`config.mk`:
```
export PLATFORM = sky130hd
export DESIGN_NAME = camera_window_capture
export DESIGN_NICKNAME = d
export VERILOG_FILES = /design/src/rtl/camera_pkg.sv /design/src/rtl/camera_sync_edge.sv /design/src/rtl/camera_window_capture.sv
export SDC_FILE = /design/constraint.sdc
export NUM_CORES = 1
export LEC_CHECK = 0
export ABC_AREA = 0
export CAP_MARGIN = 20
export CORE_MARGIN = 2
export CORE_UTILIZATION = 38
export CTS_CLUSTER_DIAMETER = 120
export DETAILED_ROUTE_END_ITERATION = 8
export PLACE_DENSITY_LB_ADDON = 0.25
export SLEW_MARGIN = 10
export SYNTH_ARGS = -nofsm -noshare
export SYNTH_HDL_FRONTEND = slang
export SYNTH_HIERARCHICAL = 1
export SYNTH_SLANG_ARGS = --single-unit
```
`constraint.sdc`:
```
create_clock -name pixclk_i -period 4.8 [get_ports pixclk_i]
set_clock_uncertainty 0.15 [all_clocks]
set_input_delay 0.96 -clock pixclk_i [delete_from_list [all_inputs] [get_ports pixclk_i]]
set_output_delay 0.96 -clock pixclk_i [all_outputs]
set_load 0.01 [all_outputs]
```
`src/rtl/camera_pkg.sv`:
```
// Shared types for the camera capture front end.
package camera_pkg;

    localparam int COORD_W   = 16;
    localparam int MAX_BEATS = 2;

    typedef logic [COORD_W-1:0] coord_t;

    typedef enum logic [1:0] {
        DECIM_1,
        DECIM_2,
        DECIM_4,
        DECIM_8
    } decim_e;

    typedef enum logic {
        WAIT_FRAME,
        IN_FRAME
    } capture_state_e;

endpackage

```
`src/rtl/camera_sync_edge.sv`:
```
// Sensor bus input register, polarity normalisation and href/vsync edges.
module camera_sync_edge #(
    parameter int BUS_WIDTH         = 8,
    parameter bit VSYNC_ACTIVE_HIGH = 1'b1,
    parameter bit HREF_ACTIVE_HIGH  = 1'b1
) (
    input  logic                 pixclk_i,
    input  logic                 reset_n_i,
    input  logic [BUS_WIDTH-1:0] pixel_data_i,
    input  logic                 href_i,
    input  logic                 vsync_i,
    output logic [BUS_WIDTH-1:0] data,
    output logic                 line_act,
    output logic                 line_fall,
    output logic                 frame_start,
    output logic                 frame_end
);

    logic act0_q, act1_q;
    logic blank0_q, blank1_q;

    always_ff @(posedge pixclk_i or negedge reset_n_i) begin
        if (!reset_n_i) begin
            data     <= '0;
            act0_q   <= 1'b0;
            act1_q   <= 1'b0;
            blank0_q <= 1'b0;
            blank1_q <= 1'b0;
        end else begin
            data     <= pixel_data_i;
            act0_q   <= href_i ~^ HREF_ACTIVE_HIGH;
            blank0_q <= vsync_i ~^ VSYNC_ACTIVE_HIGH;
            act1_q   <= act0_q;
            blank1_q <= blank0_q;
        end
    end

    assign line_act    = act0_q;
    assign line_fall   = act1_q & ~act0_q;
    assign frame_start = blank1_q & ~blank0_q;
    assign frame_end   = ~blank1_q & blank0_q;

endmodule

```
`src/rtl/camera_window_capture.sv`:
```
// Camera capture front end: pixel assembly, crop window, decimation
// and frame markers, all on pixclk_i.
module camera_window_capture #(
    parameter int BUS_WIDTH         = 8,
    parameter int BEATS_PER_PIXEL   = 1,
    parameter int COORD_WIDTH       = 16,
    parameter bit VSYNC_ACTIVE_HIGH = 1'b1,
    parameter bit HREF_ACTIVE_HIGH  = 1'b1
) (
    input  logic                                 pixclk_i,
    input  logic                                 reset_n_i,
    input  logic [BUS_WIDTH-1:0]                 pixel_data_i,
    input  logic                                 href_i,
    input  logic                                 vsync_i,
    input  logic [COORD_WIDTH-1:0]               win_x_i,
    input  logic [COORD_WIDTH-1:0]               win_y_i,
    input  logic [COORD_WIDTH-1:0]               win_w_i,
    input  logic [COORD_WIDTH-1:0]               win_h_i,
    input  logic [1:0]                           decim_i,
    output logic                                 pix_valid_o,
    output logic [BUS_WIDTH*BEATS_PER_PIXEL-1:0] pix_o,
    output logic [COORD_WIDTH-1:0]               row_o,
    output logic [COORD_WIDTH-1:0]               col_o,
    output logic                                 sof_o,
    output logic                                 eol_o,
    output logic                                 eof_o,
    output logic [COORD_WIDTH-1:0]               frame_cnt_o,
    output logic                                 beat_err_o,
    output logic                                 trunc_err_o
);

    import camera_pkg::*;

    localparam int PIX_W  = BUS_WIDTH * BEATS_PER_PIXEL;
    localparam int BEAT_W = $clog2(MAX_BEATS);
    localparam logic [BEAT_W-1:0] BEAT_LAST = BEAT_W'(BEATS_PER_PIXEL - 1);

    typedef logic [COORD_WIDTH-1:0] crd_t;

    function automatic crd_t sat_inc(input crd_t v);
        return (v == '1) ? v : v + 1'b1;
    endfunction

    logic [BUS_WIDTH-1:0] s_data;
    logic s_act, s_fall, s_start, s_end;

    camera_sync_edge #(
        .BUS_WIDTH        (BUS_WIDTH),
        .VSYNC_ACTIVE_HIGH(VSYNC_ACTIVE_HIGH),
        .HREF_ACTIVE_HIGH (HREF_ACTIVE_HIGH)
    ) u_sync (
        .pixclk_i    (pixclk_i),
        .reset_n_i   (reset_n_i),
        .pixel_data_i(pixel_data_i),
        .href_i      (href_i),
        .vsync_i     (vsync_i),
        .data        (s_data),
        .line_act    (s_act),
        .line_fall   (s_fall),
        .frame_start (s_start),
        .frame_end   (s_end)
    );

    capture_state_e state_q, state_d;
    logic start, take, line_end, stop;

    crd_t wx_q, wy_q, ww_q, wh_q;
    decim_e dec_q;
    crd_t row_q, col_q, row_cur, col_cur;
    logic [BEAT_W-1:0] beat_q, beat_cur;
    logic done;

    logic cp_valid_q;
    crd_t cp_col_q, cp_row_q;
    logic [PIX_W-1:0] cp_pix_q, assembled;

    crd_t rel_c, rel_r, mask, out_c, out_r;
    logic in_x, in_y, emit, emit_eol, emit_eof;
    logic eof_seen_q;

    always_comb begin
        state_d  = state_q;
        start    = 1'b0;
        take     = 1'b0;
        line_end = 1'b0;
        stop     = 1'b0;
        unique case (state_q)
            WAIT_FRAME: begin
                if (s_start) begin
                    state_d = IN_FRAME;
                    start   = 1'b1;
                    take    = s_act;
                end
            end
            IN_FRAME: begin
                if (s_end) begin
                    state_d = WAIT_FRAME;
                    stop    = 1'b1;
                end else begin
                    take     = s_act;
                    line_end = s_fall;
                end
            end
            default: state_d = WAIT_FRAME;
        endcase
    end

    // A beat arriving with the frame-start edge sees zeroed counters.
    assign col_cur  = start ? '0 : col_q;
    assign row_cur  = start ? '0 : row_q;
    assign beat_cur = start ? '0 : beat_q;
    assign done     = take && (beat_cur == BEAT_LAST);

    if (BEATS_PER_PIXEL == 2) begin : g_two
        logic [BUS_WIDTH-1:0] hold_q;
        always_ff @(posedge pixclk_i or negedge reset_n_i) begin
            if (!reset_n_i) begin
                hold_q <= '0;
            end else if (take && !done) begin
                hold_q <= s_data;
            end
        end
        assign assembled = {hold_q, s_data};
    end else begin : g_one
        assign assembled = s_data;
    end

    always_ff @(posedge pixclk_i or negedge reset_n_i) begin
        if (!reset_n_i) begin
            state_q     <= WAIT_FRAME;
            wx_q        <= '0;
            wy_q        <= '0;
            ww_q        <= '0;
            wh_q        <= '0;
            dec_q       <= DECIM_1;
            frame_cnt_o <= '0;
            row_q       <= '0;
            col_q       <= '0;
            beat_q      <= '0;
            cp_valid_q  <= 1'b0;
            cp_col_q    <= '0;
            cp_row_q    <= '0;
            cp_pix_q    <= '0;
            beat_err_o  <= 1'b0;
            trunc_err_o <= 1'b0;
        end else begin
            state_q     <= state_d;
            cp_valid_q  <= done;
            beat_err_o  <= line_end && (beat_q != '0);
            trunc_err_o <= stop && (ww_q != '0) && (wh_q != '0)
                           && !(eof_seen_q || emit_eof);
            if (start) begin
                wx_q        <= win_x_i;
                wy_q        <= win_y_i;
                ww_q        <= win_w_i;
                wh_q        <= win_h_i;
                dec_q       <= decim_e'(decim_i);
                frame_cnt_o <= frame_cnt_o + 1'b1;
                row_q       <= '0;
                col_q       <= '0;
                beat_q      <= '0;
            end
            if (take) begin
                beat_q <= done ? '0 : beat_cur + 1'b1;
                if (done) begin
                    col_q <= sat_inc(col_cur);
                end
            end else if (line_end) begin
                row_q  <= sat_inc(row_q);
                col_q  <= '0;
                beat_q <= '0;
            end
            if (done) begin
                cp_col_q <= col_cur;
                cp_row_q <= row_cur;
                cp_pix_q <= assembled;
            end
        end
    end

    // Window ends are compared one bit wider so they cannot wrap.
    always_comb begin
        rel_c = cp_col_q - wx_q;
        rel_r = cp_row_q - wy_q;
        mask  = ~({COORD_WIDTH{1'b1}} << dec_q);
        in_x  = (cp_col_q >= wx_q)
                && ({1'b0, cp_col_q} < ({1'b0, wx_q} + {1'b0, ww_q}));
        in_y  = (cp_row_q >= wy_q)
                && ({1'b0, cp_row_q} < ({1'b0, wy_q} + {1'b0, wh_q}));
        emit  = cp_valid_q && in_x && in_y
                && ((rel_c & mask) == '0) && ((rel_r & mask) == '0);
        out_c = rel_c >> dec_q;
        out_r = rel_r >> dec_q;
        emit_eol = emit && (out_c == ((ww_q - 1'b1) >> dec_q));
        emit_eof = emit_eol && (out_r == ((wh_q - 1'b1) >> dec_q));
    end

    always_ff @(posedge pixclk_i or negedge reset_n_i) begin
        if (!reset_n_i) begin
            pix_valid_o <= 1'b0;
            pix_o       <= '0;
            row_o       <= '0;
            col_o       <= '0;
            sof_o       <= 1'b0;
            eol_o       <= 1'b0;
            eof_o       <= 1'b0;
            eof_seen_q  <= 1'b0;
        end else begin
            pix_valid_o <= emit;
            sof_o       <= emit && (rel_c == '0) && (rel_r == '0);
            eol_o       <= emit_eol;
            eof_o       <= emit_eof;
            if (emit) begin
                pix_o <= cp_pix_q;
                col_o <= out_c;
                row_o <= out_r;
            end
            if (start) begin
                eof_seen_q <= 1'b0;
            end else if (emit_eof) begin
                eof_seen_q <= 1'b1;
            end
        end
    end

endmodule

```
---- Word level (Yosys, flattened, before mapping) ----
Index checks and enable logic that the tools add are counted.
storage, ports and cells
  register bits ........................... 216
  output and inout port bits .............. 62
  logic and storage cells ................. 114
operators by class
  add/sub/neg operators ................... 10
  order comparisons ....................... 4
  equality and inequality tests ........... 5
  shift-type cells ........................ 5
  muxes and demuxes ....................... 26
  bitwise gates (word level) .............. 11
  reduce and logical (&&, ||, !) cells .... 24
operators by type and width
  cell                                                number
  two-way mux 16 bit                                  9
  zero test 16 bit                                    4
  >> shifter 16 x 2 -> 16 bit                         4
  adder 16 x 1 -> 16 bit, second input constant       3
  adder 16 x 16 -> 17 bit                             2
  < comparator 16 x 17 -> 1 bit                       2
  bitwise AND 16 bit                                  2
  equality test 16 bit                                2
  equality test 16 bit, second input constant         2
  >= comparator 16 bit                                2
  nonzero test 16 bit                                 2
  subtractor 16 x 1 -> 16 bit, second input constant  2
  subtractor 16 bit                                   2
  NOT 16 bit                                          1
  << shifter 16 x 2 -> 16 bit, first input constant   1
  logical AND 1 bit                                   15
  two-way mux 1 bit                                   15
  NOT 1 bit                                           5
  one-hot mux 1 bit (2 select lines)                  2
  bitwise AND 1 bit                                   3
  != test 3 bit, second input constant                1
  nonzero test 2 bit                                  1
  adder 1 bit, second input constant                  1
  zero test 1 bit                                     1
  logical OR 1 bit                                    1

---- Longest topological paths before layout ----
Gate-level depths: netlist of run 1.
  depth after elaboration ................. 12
  mapped depth ............................ 23
  gate-level depth less buffers ........... 21

---- Cells and area by module ----
The synthesis of run 1 kept the hierarchy.
modules (own cells, without submodules)
  module                 instances  cells an instance  area an instance (um^2)  seq. area each (um^2)
  camera_window_capture  1          1,879              15,681.3                 5,104.9
  camera_sync_edge       1          15                 321.6                    300.3

---- Least setup slack after synthesis of run 1 ----
Ideal clock, no wire load.
  path kind ............................... register to register
  from .................................... register ww_q[0]
  to ...................................... register row_o[12]
  arrival time ............................ 4.432 ns
  required time ........................... 4.573 ns
  path slack .............................. 0.141 ns
  cell stages (with the launch flop) ...... 21
  buffers on the path ..................... 2
  period minus slack after synthesis ...... 4.659 ns
  cells stage by stage .................... dfrtp_1 > ha_1 > fa_1 > a21oi_1 > o21bai_1 > a2111oi_0 > o21ai_0 > a31o_2 > a21oi_1 > xor2_1 > ha_1 > nand3_1 > nor2_1 > a2111oi_0 > o211a_1 > a211oi_1 > nor2_1 > clkbuf_1 > buf_1 > nor2_1 > a21oi_1
between the ends
  cells in the longest elaborated chain, start to end .. 7
RTL lines
  what                            RTL line                      text
  start, declared                 camera_window_capture.sv:67   crd_t wx_q, wy_q, ww_q, wh_q;
  start signal, assigned          camera_window_capture.sv:155  ww_q <= win_w_i;
  adder 16 x 16 -> 17 bit         camera_window_capture.sv:187  && ({1'b0, cp_col_q} < ({1'b0, wx_q} + {1'b0, ww_q}));
  < comparator 16 x 17 -> 1 bit   camera_window_capture.sv:187
  logical AND 1 bit               camera_window_capture.sv:187
  logical AND 1 bit (2 in a row)  camera_window_capture.sv:190  emit = cp_valid_q && in_x && in_y
  logical AND 1 bit (2 in a row)  camera_window_capture.sv:191  && ((rel_c & mask) == '0) && ((rel_r & mask) == '0);
  via emit                        camera_window_capture.sv:78   logic in_x, in_y, emit, emit_eol, emit_eof;
  end signal, assigned            camera_window_capture.sv:216  row_o <= out_r;
  end, declared                   camera_window_capture.sv:22   output logic [COORD_WIDTH-1:0] row_o,
The timed path passes the listed nets, and every way through them passes these cells.
A chain may end at the register's enable or synchronous reset.

---- Worst setup path after layout of run 1 ----
  from .................................... register wy_q[4]
  to ...................................... register eof_seen_q
between the ends
  cells in the longest elaborated chain, start to end .. 9
RTL lines
  what                                   RTL line                      text
  start, declared                        camera_window_capture.sv:67
  start signal, assigned                 camera_window_capture.sv:154  wy_q <= win_y_i;
  adder 16 x 16 -> 17 bit                camera_window_capture.sv:189  && ({1'b0, cp_row_q} < ({1'b0, wy_q} + {1'b0, wh_q}));
  < comparator 16 x 17 -> 1 bit          camera_window_capture.sv:189
  logical AND 1 bit                      camera_window_capture.sv:189
  logical AND 1 bit                      camera_window_capture.sv:190
  logical AND 1 bit (2 in a row)         camera_window_capture.sv:191
  logical AND 1 bit                      camera_window_capture.sv:194  emit_eol = emit && (out_c == ((ww_q - 1'b1) >> dec_q));
  logical AND 1 bit *                    camera_window_capture.sv:195  emit_eof = emit_eol && (out_r == ((wh_q - 1'b1) >> dec_q));
  nonzero test 2 bit (no source line) *  -
  end signal, assigned                   camera_window_capture.sv:207  eof_seen_q <= 1'b0;
  end signal, assigned                   camera_window_capture.sv:219  eof_seen_q <= 1'b0;
  end signal, assigned                   camera_window_capture.sv:221  eof_seen_q <= 1'b1;
  end, declared                          camera_window_capture.sv:79   logic eof_seen_q;
Mark *: on every way between the ends. The rest lies on a longest branch, timed or not.

==> impl_metrics.json, run 1 <==
{
  "io_pins": 140,
  "synthAdderAreaFrac_pct": 8.40,
  "synth_common_cells": "nand2_1 (304), dfrtp_1 (216), o21ai_0 (150)",
  "fmax_mhz": 217,
  "yosys.area_share.simple_pct": 22.9,
  "firstDrtPassIters": 5,
  "place_hpwl_um": 37200,
  "power_density_mw_per_mm2": 474,
  "synth-compound-area-share_pct": 19.4,
  "yosysTopAreaCell": "dfrtp_1",
  "finalMaxSlewViolations": 0,
  "synthToLayoutAreaGrowth_pct": 20.8,
  "core.rowCount": 75,
  "yosysWarnings": 6,
  "ys_async_sr_fraction_pct": 100,
  "synth_top_family_by_area": "simple AND/OR/NAND/NOR gates",
  "synth-seq-cells": 216,
  "grt_pass1_vias": 14090,
  "cp-endpoint": "eof_seen_q$_DFFE_PN0P_",
  "overflow": 0,
  "core-area_mm2": 0.0418,
  "h-tree-depth": 1,
  "min_path_type": "in2async",
  "yosysSeqAreaShare_pct": 33.8,
  "cap_violations": 0,
  "dp.cells": 2531,
  "synth.distinct_cells": 85,
  "vias_per_cell": 5.62,
  "cts_sinks": 216,
  "syn-num-nets": 2077,
  "cts_inserted_buffers": 27,
  "port_buffers": 139,
  "cp.arrival_ps": 4950,
  "rr_startpoint": "wy_q[4]$_DFFE_PN0P_",
  "endpoint_kind": "register",
  "reg2reg_slack_ps": 200,
  "vias": 14559,
  "initialDrtViolationCount": 1283,
  "syn-instance-count": 1894,
  "drt-total-wl_um": 48800,
  "cp-start-kind": "register",
  "antenna_found_initial": 2,
  "place_congestion": 0.938,
  "layout.cells.non_filler": 2589,
  "clk_latency_ps": 570,
  "grt_pass1_wl_um": 78000,
  "grt_max_degree": 96,
  "drc": 0,
  "slew_headroom_pct": 40.4,
  "crit_fanout": 5,
  "r2r_cells": 12,
  "setup-violations-final": 0,
  "place_area_mm2": 0.0182,
  "initial_core_util_pct": 38.3,
  "die_h_um": 209,
  "cts_root_buffer": "clkbuf_16",
  "holdWs_ps": 280,
  "grt_usage_pct": 22.2,
  "synth-xor-area-share_pct": 5.64,
  "syn_area_mm2": 0.0160,
  "die_area_mm2": 0.0438,
  "final-hold-violation-count": 0,
  "outcome": "finished, final reports clean",
  "cts_tree": "built",
  "finalCriticalPeriod_ps": 4600,
  "p_leak_nw": 8.72,
  "syn_avg_cell_area_um2": 8.45,
  "synthFlopType": "dfrtp_1",
  "synth_edf_count": 0,
  "cp-startpoint": "wy_q[4]$_DFFE_PN0P_",
  "peakVddDrop_uv": 210,
  "postRouteAntennaNets": 0,
  "path_class": "reg2reg",
  "clockBufferDepth": 3,
  "fin_crit_sh_pct": 95.8,
  "die_w_um": 209,
  "synth.top_cell.area_share_pct": 33.8,
  "worstMarginPinSlew_ps": 883,
  "clkTransAtPathRegs_ps": 60,
  "cp.required_ps": 5150,
  "yosys-mux-area-fraction_pct": 5.79,
  "fin_area_mm2": 0.0193,
  "synthTopCellsByArea": "dfrtp_1 (34%), ha_1 (7.9%), nand2_1 (7.1%), o21ai_0 (4.7%), xnor2_1 (3.3%)",
  "yosysMostFrequentCell": "nand2_1",
  "antenna_cells": 0,
  "drive_gt1_share_pct": 11.3,
  "finalNetCount": 2213,
  "timing.rr.end": "eof_seen_q$_DFFE_PN0P_",
  "wl_per_cell_um": 18.8
}
## what timing repair did
action / in CTS / in global routing
pin swaps: 0 / 12
cloned: 0 / 2
resized for setup: 3 / 29
endpoints found under the setup margin: 30 / 43
buffers inserted: 0 / 7
hold endpoints to repair: 0 / 0
hold buffers: 0 / 0
## report_power, final
part | internal, W | switching (W) | leakage, nW
sequential | 0.00204 | 0.000273 | 2.85
clock | 0.00118 | 0.000854 | 0.427
combinational | 0.00200 | 0.00280 | 5.44
total | 0.00523 | 0.00393 | 8.72
## flip-flops by register name, summed over array words and instances, names as in the netlist, 2 cells and up
signal,cells
col_o,16
col_q,16
cp_col_q,16
cp_row_q,16
frame_cnt_o,16
row_o,16
row_q,16
wh_q,16
ww_q,16
wx_q,16
wy_q,16
cp_pix_q,8
pix_o,8
u_sync/data,8
dec_q,2
## cells in the final DEF (no fill, tap or decap), types with 8 or more instances in the layout
cell type,n
nor4_1,20
nand2b_1,30
and3_1,26
a31oi_1,15
buf_4,63
o21ai_0,146
xor2_1,35
nand3_1,69
o211a_1,14
a21oi_2,10
clkdlybuf4s50_1,138
or2_2,14
a21oi_1,92
nor3_1,40
nand2_1,304
nor2b_1,23
and2_1,22
or4_1,11
mux2i_1,34
clkbuf_16,29
xnor2_1,58
mux2_2,46
nand4_1,26
ha_1,101
a21o_1,28
inv_1,62
nor2_1,113
dfrtp_1,215
a211oi_1,14
o211ai_1,21
nor3b_1,8
o21bai_1,10
o21a_1,18
## layer usage
layer | routed length, µm | part of all wire (%) | global-route usage [%]
met4 | 1500 | 3.1 | 6.60
met1 | 23800 | 49 | 32.4
met5 | 27 | 0.055 | 0
met3 | 2650 | 5.4 | 3.67
met2 | 20800 | 43 | 33.7
## per-stage QoR
step | setup WS (ps) | util [%] | setup TNS [ps] | power (W)
final | 200 | 46.3 | 0 | 0.00915
after global routing | -60.2 | 46.3 | -1210 | 0.00983
after CTS | 19.8 | 45.7 | 0 | 0.00906
after detailed placement | -37.5 | 43.6 | -625 | 0.00696
after global placement | -8.61 | 43.6 | -94.3 | 0.00689
after floorplan | 141 | - | 0 | 0.00557
## layout make-up
class,count,area (µm²)
clock buffers,33,718
repair buffers,209,2020
fillers,4000,22400
flip-flops and latches,216,5410
inverters,64,240
multi-input cells,1512,10100
clock inverters,16,170
well taps,539,674
## worst min-delay path by stage
| stage | startpoint | end | slack (ps) |
|---|---|---|---|
| floorplan | u_sync/blank0_q$_DFF_PN0_ | u_sync/blank1_q$_DFF_PN0_ | 220 |
| global placement | u_sync/blank0_q$_DFF_PN0_ | u_sync/blank1_q$_DFF_PN0_ | 240 |
| detailed placement | u_sync/blank0_q$_DFF_PN0_ | u_sync/blank1_q$_DFF_PN0_ | 250 |
| CTS | u_sync/blank0_q$_DFF_PN0_ | u_sync/blank1_q$_DFF_PN0_ | 270 |
| global route | u_sync/blank0_q$_DFF_PN0_ | u_sync/blank1_q$_DFF_PN0_ | 280 |
| finish | reset_n_i | col_o[2]$_DFFE_PN0P_ | 280 |
## kinds of logic after synthesis
logic type               Yosys count
flip-flops                       216
buffers and inverters            166
adder cells (fa/ha/maj)          105
AO/OA/AOI/OAI                    472
AND/OR/NAND/NOR                  753
XOR/XNOR                          99
multiplexers                      83
## worst max-delay path, cell delays in order, from the launching register on
cell	delay, ps
dfrtp_1	370
inv_1	60
ha_1	380
a21oi_1	400
o211ai_1	240
a2111oi_0	610
or3_1	340
xnor2_1	140
a2111o_1	420
or4_1	400
or4_1	580
nor4b_4	290
o21a_1	150
No activity file was read; power rests on OpenSTA's default activity.
==> run 2, diff against run 1 <==
--- a/config.mk
+++ b/config.mk
@@ -11,7 +11,8 @@
 export CORE_UTILIZATION = 38
 export CTS_CLUSTER_DIAMETER = 120
 export DETAILED_ROUTE_END_ITERATION = 8
-export PLACE_DENSITY_LB_ADDON = 0.25
+export HOLD_SLACK_MARGIN = 0.12
+export PLACE_DENSITY_LB_ADDON = 0.05
 export SLEW_MARGIN = 10
 export SYNTH_ARGS = -nofsm -noshare
 export SYNTH_HDL_FRONTEND = slang
==> run 2 against run 1 <==
Net effect: largest power group unchanged; cell area up 1.3%; critical path type unchanged; sequential power barely moved; total power rose by 1.9%; largest cell class unchanged; final cell count up 1.1%.
==> impl_metrics.json, run 2 (synthesized netlist as in run 1, its figures left out) <==
{
  "core.rowCount": 75,
  "endpoint_kind": "register",
  "path_cells": "ha_1 > a21o_1 > a21oi_2 > o21bai_1 > a21oi_2 > o21ba_2 > o21ai_1 > o41a_1 > buf_4 > a211o_1 > a21oi_2 > xor2_1 > ha_2 > o21ai_0 > a221o_1 > a211oi_4 > nor2_4 > buf_12 > buf_4 > buf_6 > a31o_2",
  "worstMarginPinSlew_ps": 869,
  "p_sw_share_pct": 42.8,
  "cp-start-kind": "register",
  "rsz0062_at_grt": "yes",
  "cts_root_buffer": "clkbuf_16",
  "place_ws_ps": -338,
  "clkTransAtPathRegs_ps": 70,
  "layout.cells.non_filler": 2618,
  "initial_core_util_pct": 38.3,
  "cts_tree": "built",
  "place_hpwl_um": 38800,
  "setup-violations-final": 0,
  "timing.rr.end": "row_o[14]$_DFFE_PN0P_",
  "power_density_mw_per_mm2": 476,
  "clk_latency_ps": 580,
  "setup_ws_ps": 166,
  "seqPwrFrac_pct": 24.7,
  "p_leak_nw": 8.86,
  "die_w_um": 209,
  "cp.required_ps": 5120,
  "synthToLayoutAreaGrowth_pct": 22.4,
  "vias": 14611,
  "slowest_delay_ps": 420,
  "drt-total-wl_um": 50900,
  "cts_inserted_buffers": 27,
  "peakVddDrop_uv": 286,
  "holdWs_ps": 219,
  "finalMaxSlewViolations": 0,
  "fmax_mhz": 216,
  "place_area_mm2": 0.0183,
  "vias_per_cell": 5.58,
  "crit_fanout": 7,
  "initialDrtViolationCount": 903,
  "grt_usage_pct": 23.0,
  "min_path_type": "in2async",
  "firstDrtPassIters": 6,
  "cap_violations": 0,
  "wl_met1_um": 25800,
  "reg2reg_slack_ps": 170,
  "overflow": 0,
  "port_buffers": 139,
  "dp.cells": 2554,
  "clockBufferDepth": 3,
  "finalNetCount": 2242,
  "finalCriticalPeriod_ps": 4630,
  "drc": 0,
  "cts_sinks": 216,
  "grt_pass1_vias": 14008,
  "final-hold-violation-count": 0,
  "die_area_mm2": 0.0438,
  "rr_startpoint": "wx_q[1]$_DFFE_PN0P_",
  "pwr-share-comb_pct": 52.9,
  "outcome": "finished, final reports clean",
  "r2r_cells": 21,
  "slew_headroom_pct": 41.3,
  "place_congestion": 0.888,
  "cts_hold_buf": 0,
  "crit_path_frequent_cell": "a21oi_2",
  "postRouteAntennaNets": 0,
  "drive_gt1_share_pct": 12.8,
  "h-tree-depth": 1,
  "die_h_um": 209,
  "grt_max_degree": 90,
  "grt_pass1_wl_um": 79800,
  "highest-signal-layer": "met4",
  "cp.arrival_ps": 4950,
  "io_pins": 140,
  "cp_slowest_cell": "a211oi_4",
  "core-area_mm2": 0.0418,
  "final_common_cell": "nand2_1",
  "met2_length_um": 21600,
  "mostFrequentLayoutCells": "nand2_1 (304), dfrtp_1 (214), o21ai_0 (144), clkdlybuf4s50_1 (138), nor2_1 (112)",
  "path_class": "reg2reg",
  "fin_crit_sh_pct": 96.5,
  "p_clk_share_pct": 22.4,
  "fin_area_mm2": 0.0196,
  "wl_per_cell_um": 19.4,
  "wl_met3_um": 2380,
  "switchingPower_w": 0.00400,
  "antenna_found_initial": 1,
  "p_int_w": 0.00533
}
[run 2: cell type report]
cell class	instances	area (µm²)
fill	4107	22200
multi-input combinational	1512	10100
sequential	216	5410
timing repair buffer	238	2240
clock buffer	36	749
tap	539	674
inverter	64	240
clock inverter	12	143
antenna	1	2.50
[run 2: worst max-delay path by stage]
stage	from	endpoint	slack, ps
2_1_floorplan	ww_q[0]$_DFFE_PN0P_	row_o[12]$_DFFE_PN0P_	140
3_3_place_gp	wx_q[0]$_DFFE_PN0P_	col_o[7]$_DFFE_PN0P_	-210
3_5_place_dp	ww_q[0]$_DFFE_PN0P_	eof_seen_q$_DFFE_PN0P_	-340
4_1_cts	ww_q[0]$_DFFE_PN0P_	eof_o$_DFF_PN0_	20
5_1_grt	ww_q[0]$_DFFE_PN0P_	col_o[7]$_DFFE_PN0P_	-40
6_report	wx_q[1]$_DFFE_PN0P_	row_o[14]$_DFFE_PN0P_	170
[run 2: power groups by stage]
stage	logic (W)	clock network [W]	registers, W
after floorplan	0.00333	0	0.00224
after global placement	0.00470	0	0.00233
after detailed placement	0.00472	0	0.00234
final	0.00494	0.00209	0.00231
after global routing	0.00546	0.00221	0.00234
after CTS	0.00476	0.00214	0.00231
[run 2: timing repair]
item                       in CTS  in global routing
cloned                          0                  4
buffers inserted                0                 11
setup endpoints to repair      46                 43
gates resized for setup         5                 40
pin swaps                       0                 22
[run 2: metal layers]
metal | global-route usage [%] | vias to the layer above
li1 | - | 7151
met1 | 35.0 | 7018
met2 | 34.4 | 376
met3 | 3.35 | 66
met4 | 5.00 | 0
met5 | 0 | -
[run 2: stage by stage]
stage | total power (W) | util, % | setup TNS (ps)
floorplan | 0.00557 | - | 0
global placement | 0.00703 | 43.9 | -6730
detailed placement | 0.00705 | 43.9 | -11230
CTS | 0.00920 | 46.1 | 0
global route | 0.0100 | 46.9 | -96.4
finish | 0.00933 | 46.9 | 0
[run 2: critical path: cells and delay by family (launching register included)]
family / cells / cell delay, ps
AOI/OAI and AO/OA: 13 / 2670
xor gates and xnor gates: 1 / 80
adders and majority gates: 2 / 590
buffers and inverters: 4 / 570
DFF: 1 / 400
and+or+nand+nor: 1 / 60
